<file path="src/rtl/reset_seq_ctrl_pkg.sv">
// Shared types and helpers for the reset sequencer.
// Holds the FSM state encoding and the request length rule.
package reset_seq_ctrl_pkg;

  typedef enum logic [1:0] {
    ASSERT = 2'd0,
    SETTLE = 2'd1,
    IDLE   = 2'd2
  } reset_seq_state_e;

  function automatic logic [31:0] eff_len(
    input logic [31:0] req_cycles,
    input logic [31:0] min_cycles
  );
    return (req_cycles < min_cycles) ? min_cycles : req_cycles;
  endfunction

endpackage

</file>
<file path="src/rtl/reset_seq_timer.sv">
// Loadable down-counter for the reset sequencer.
// expire is high while the count equals one.
module reset_seq_timer #(
  parameter int               CNT_W   = 16,
  parameter logic [CNT_W-1:0] RST_VAL = '0
) (
  input  logic             clk,
  input  logic             reset_n,
  input  logic             load,
  input  logic [CNT_W-1:0] value,
  output logic             expire
);

  logic [CNT_W-1:0] cnt_q;
  logic [CNT_W-1:0] cnt_d;

  always_comb begin
    cnt_d = cnt_q;
    if (load) begin
      cnt_d = value;
    end else if (cnt_q != '0) begin
      cnt_d = cnt_q - CNT_W'(1);
    end
  end

  always_ff @(posedge clk) begin
    if (!reset_n) begin
      cnt_q <= RST_VAL;
    end else begin
      cnt_q <= cnt_d;
    end
  end

  assign expire = (cnt_q == CNT_W'(1));

endmodule

</file>
<file path="src/rtl/reset_seq_ctrl.sv">
// Reset sequencer: drives gen_reset/gen_reset_n with a minimum
// width, a settle window, and handshaked software requests.
module reset_seq_ctrl
  import reset_seq_ctrl_pkg::*;
#(
  parameter int MIN_CYCLES  = 8,
  parameter int POST_CYCLES = 4,
  parameter int CNT_W       = 16
) (
  input  logic             clk,
  input  logic             reset_n,
  input  logic             req_valid,
  input  logic [CNT_W-1:0] req_cycles,
  output logic             req_ready,
  output logic             gen_reset,
  output logic             gen_reset_n,
  output logic             ready,
  output logic             req_done
);

  localparam logic [CNT_W-1:0] MIN_V  = CNT_W'(MIN_CYCLES);
  localparam logic [CNT_W-1:0] POST_V = CNT_W'(POST_CYCLES);

  reset_seq_state_e state_q, state_d;
  logic origin_q, origin_d;
  logic arm_q, arm_d;
  logic gen_reset_q, gen_reset_d;
  logic gen_reset_n_q;
  logic ready_q, ready_d;
  logic req_ready_q;
  logic req_done_q, req_done_d;
  logic load;
  logic [CNT_W-1:0] load_val;
  logic expire;

  reset_seq_timer #(
    .CNT_W   (CNT_W),
    .RST_VAL (MIN_V)
  ) u_timer (
    .clk     (clk),
    .reset_n (reset_n),
    .load    (load),
    .value   (load_val),
    .expire  (expire)
  );

  always_comb begin
    state_d  = state_q;
    origin_d = origin_q;
    arm_d    = 1'b0;
    load     = 1'b0;
    load_val = MIN_V;
    unique case (state_q)
      ASSERT: begin
        // Reload on the release edge so power-on spans MIN_CYCLES edges
        if (arm_q) begin
          load     = 1'b1;
          load_val = MIN_V;
        end else if (expire) begin
          if (POST_CYCLES == 0) begin
            state_d = IDLE;
          end else begin
            state_d  = SETTLE;
            load     = 1'b1;
            load_val = POST_V;
          end
        end
      end
      SETTLE: begin
        if (expire) begin
          state_d = IDLE;
        end
      end
      IDLE: begin
        if (req_valid && req_ready_q) begin
          state_d  = ASSERT;
          load     = 1'b1;
          load_val = CNT_W'(eff_len(32'(req_cycles), 32'(MIN_CYCLES)));
          origin_d = 1'b1;
        end
      end
      default: begin
        state_d = ASSERT;
      end
    endcase
    req_done_d  = (state_d == IDLE) && (state_q != IDLE) && origin_q;
    if (req_done_d) begin
      origin_d = 1'b0;
    end
    gen_reset_d = (state_d == ASSERT);
    ready_d     = (state_d == IDLE);
  end

  always_ff @(posedge clk) begin
    if (!reset_n) begin
      state_q       <= ASSERT;
      origin_q      <= 1'b0;
      arm_q         <= 1'b1;
      gen_reset_q   <= 1'b1;
      gen_reset_n_q <= 1'b0;
      ready_q       <= 1'b0;
      req_ready_q   <= 1'b0;
      req_done_q    <= 1'b0;
    end else begin
      state_q       <= state_d;
      origin_q      <= origin_d;
      arm_q         <= arm_d;
      gen_reset_q   <= gen_reset_d;
      gen_reset_n_q <= ~gen_reset_d;
      ready_q       <= ready_d;
      req_ready_q   <= ready_d;
      req_done_q    <= req_done_d;
    end
  end

  assign gen_reset   = gen_reset_q;
  assign gen_reset_n = gen_reset_n_q;
  assign ready       = ready_q;
  assign req_ready   = req_ready_q;
  assign req_done    = req_done_q;

endmodule

</file>
<file path="config.mk">
export PLATFORM = sky130hd
export DESIGN_NAME = reset_seq_ctrl
export DESIGN_NICKNAME = d
export VERILOG_FILES = /design/src/rtl/reset_seq_ctrl_pkg.sv /design/src/rtl/reset_seq_timer.sv /design/src/rtl/reset_seq_ctrl.sv
export SDC_FILE = /design/constraint.sdc
export NUM_CORES = 1
export LEC_CHECK = 0
export CAP_MARGIN = 40
export CORE_AREA = 3 3 52 54
export DETAILED_ROUTE_END_ITERATION = 7
export DIE_AREA = 0 0 55 57
export PLACE_DENSITY = 0.84
export SYNTH_ARGS = -nofsm -noshare
export SYNTH_HDL_FRONTEND = slang
export SYNTH_SLANG_ARGS = --single-unit
</file>
<file path="constraint.sdc">
create_clock -name clk -period 4 [get_ports clk]
set_input_delay 0.6 -clock clk [delete_from_list [all_inputs] [get_ports clk]]
set_output_delay 0.6 -clock clk [all_outputs]
set_load 0.02 [all_outputs]
</file>
==> impl_metrics.json <==
{
  "netlist_area_mm2": 0.00124,
  "multiInputGateArea_um2": 721,
  "timing_max_transition_violations_final": 0,
  "synth_flop_cell": "sky130_fd_sc_hd__dfxtp_1",
  "crit_chain": "inv_1 -> ha_1 -> nor3b_1 -> nand4_1 -> o21ai_1 -> buf_4 -> nor2_1",
  "maxCapViolCount": 0,
  "tritoncts": "done",
  "postSynth.asyncResetShare": 0,
  "leakage_nw": 0.543,
  "pin_count_of_the_biggest_net_entering_global_routing": 17,
  "placement.io_buffers": 23,
  "run_status": "finished clean",
  "grt_antenna_before_repair": 0,
  "yosysUniqueCellTypes": 38,
  "power_switching_share": 0.268,
  "seq_area_frac_synth": 0.387,
  "layout_common_cells": "24 x sky130_fd_sc_hd__dfxtp_1, 23 x sky130_fd_sc_hd__clkdlybuf4s50_1, 22 x sky130_fd_sc_hd__nor2_1",
  "timing.critical_path.slowest_cell_delay_ns": 0.66,
  "hold_buf_cts": 0,
  "grt_pass1_wl_um": 4800,
  "core_region_area_mm2": 0.00225,
  "hpwlAfterDp_um": 2140,
  "diodes": 0,
  "detail_route.first_pass.iterations": 4,
  "switching_power_uw": 151,
  "route.detailed.wl_per_inst_um": 14.3,
  "worst_hold_path_type": "flip-flop to flip-flop",
  "period_share": 0.634,
  "power_dens_cells_mw_per_mm2": 365,
  "routed-via-count": 1124,
  "cts_htree_levels": 1,
  "tightestPinTransition_ns": 0.777,
  "yosys_warnings": 0,
  "max_slew_headroom_at_the_worst_pin": 0.481,
  "fmax_mhz": 394,
  "rsz0062_at_grt": "no",
  "vias_in_the_first_global_route": 1130,
  "power_share_of_the_clock_group": 0.314,
  "post-cts-setup-buffers": 0,
  "synth_top_area_cell": "sky130_fd_sc_hd__dfxtp_1",
  "gr-usage-all-layers": 0.201,
  "worst_skew_pair.late_latency_ns": 0.32,
  "synth.avg_cell_area_um2": 8.80,
  "initial_core_util": 0.550,
  "die_y_um": 57,
  "clockRootBuffer": "sky130_fd_sc_hd__clkbuf_4",
  "worst_path_dominant_cell_family": "simple AND/OR/NAND/NOR gates",
  "synth_top_area_share": 0.387,
  "final.setup.tns_ns": 0,
  "cp_data_arrival_time_ns": 2.76,
  "vdd_ir_drop_max_uv": 347,
  "cts_resized": 0,
  "timing_hold_violations_final": 0,
  "antenna_violating_nets_post_route": 0,
  "synthCells": 141,
  "placementRows": 17,
  "die_area_mm2": 0.00314,
  "layout.nets": 187,
  "cp_max_fo": 8,
  "combPwrFrac": 0.212,
  "final_cells": 193,
  "place_congestion": 0.833,
  "cts.path.max_buffers": 2,
  "synth_edf_count": 0,
  "area_growth_syn_to_layout_pct": 24.8,
  "cts_inserted_buffers": 3,
  "cp_data_required_time_ns": 4.22,
  "worst_setup_path_end_kind": "flip-flop",
  "setup.worst_path.class": "flip-flop to flip-flop",
  "setup_crit_start_kind": "flip-flop",
  "remaining_global_route_overflow": 0,
  "mappedNetlistNets": 162,
  "critPathSlowestCell": "sky130_fd_sc_hd__nor3b_1",
  "drive_gt1_frac": 0.0667,
  "seq_area_um2": 480,
  "cellInternalPower_uw": 414,
  "number_of_ports_placed_on_the_die_boundary": 24,
  "detailedRoute.firstIterationViolations": 26,
  "place.detailed.instances": 188,
  "fp.dieW_um": 55,
  "count_of_endpoints_failing_setup_in_the_final_report": 0,
  "tritoncts_num_sinks": 24,
  "n_fill_cell": 199,
  "power_frac_seq": 0.474,
  "period_needed_ns": 2.54,
  "drt-vias-per-instance": 5.82,
  "worstPathBufferInverterCount": 2,
  "worst_clock_skew_ns": 0.00775,
  "synth_seq_cells": 24,
  "clkTransAtPathRegs_ns": 0.14,
  "post_synth_main_area_contributors": "sky130_fd_sc_hd__dfxtp_1 39%, sky130_fd_sc_hd__a22oi_1 8.5%, sky130_fd_sc_hd__nor2_1 6.7%",
  "wirelength_um": 2750,
  "mostFrequentLayoutCell": "sky130_fd_sc_hd__dfxtp_1",
  "drc": 0
}
[final timing paths]
| kind | startpoint | end | slack (ns) | cells after the start |
|---|---|---|---|---|
| min reg2reg | origin_q | req_done | 0.51 | 1 |
| max | u_timer.cnt_q[0] | u_timer.cnt_q[4] | 1.46 | 7 |
| max reg2reg | u_timer.cnt_q[0] | u_timer.cnt_q[4] | 1.46 | 7 |
| min | origin_q | req_done | 0.51 | 1 |
[registers in the layout, summed over array words and instances, names as in the netlist]
name	cells
u_timer.cnt_q	16
state_q	2
arm_q	1
gen_reset	1
gen_reset_n	1
origin_q	1
req_done	1
req_ready	1
[layer usage]
layer / vias up / routed length [um] / GRT usage
met2: 23 / 1330 / 0.329
met1: 526 / 1260 / 0.252
li1: 569 / - / -
met3: 6 / 114 / 0.0522
met4: 0 / 49 / 0.0625
met5: - / 0 / 0
[synthesized netlist by cell type, types with 2 or more instances]
master	n
sky130_fd_sc_hd__nor3b_1	3
sky130_fd_sc_hd__a221o_1	2
sky130_fd_sc_hd__o21ai_0	2
sky130_fd_sc_hd__a22oi_1	14
sky130_fd_sc_hd__buf_2	2
sky130_fd_sc_hd__xnor2_1	9
sky130_fd_sc_hd__a21oi_1	3
sky130_fd_sc_hd__xor2_1	4
sky130_fd_sc_hd__nand2b_1	2
sky130_fd_sc_hd__or4_1	2
sky130_fd_sc_hd__nor2_1	22
sky130_fd_sc_hd__nor4_1	5
sky130_fd_sc_hd__ha_1	2
sky130_fd_sc_hd__nand2_1	7
sky130_fd_sc_hd__clkbuf_1	2
sky130_fd_sc_hd__nand4_1	5
sky130_fd_sc_hd__nor3_1	9
sky130_fd_sc_hd__dfxtp_1	24
sky130_fd_sc_hd__inv_1	3
[area by class of cell]
type,instances,area share
clock buffer,3,0.0145
clock inverter,1,0.0194
inverter,4,0.00969
multi-input combinational,108,0.465
sequential,24,0.310
tap,28,0.0226
timing repair buffer,25,0.158
[power by group through the flow]
stage	Combinational [mW]	Clock (mW)	Sequential, mW
detailed placement	0.119	0	0.273
finish	0.120	0.178	0.268
global route	0.134	0.190	0.269
floorplan	0.0834	0	0.269
CTS	0.119	0.180	0.268
global placement	0.116	0	0.271
[through the flow]
step	utilization	setup WS [ns]	power, mW	hold slack (ns)	area, um2
final	0.687	1.46	0.565	0.510	1550
after CTS	0.684	1.25	0.567	0.509	1540
after detailed placement	0.660	1.27	0.392	0.490	1490
after global placement	0.660	1.39	0.387	0.478	1490
after floorplan	-	1.98	0.353	0.462	1240
after global routing	0.687	1.19	0.594	0.551	1550
[logic make-up after synthesis]
kind of cell               count (synthesis)  synth area share
DFF                                       24             0.387
adders and majority gates                  2            0.0202
AOI/OAI and AO/OA                         29             0.177
buffers and inverters                      9            0.0323
and+or+nand+nor                           64             0.291
xor gates and xnor gates                  13            0.0917
Power figures use the tool's default switching activity.
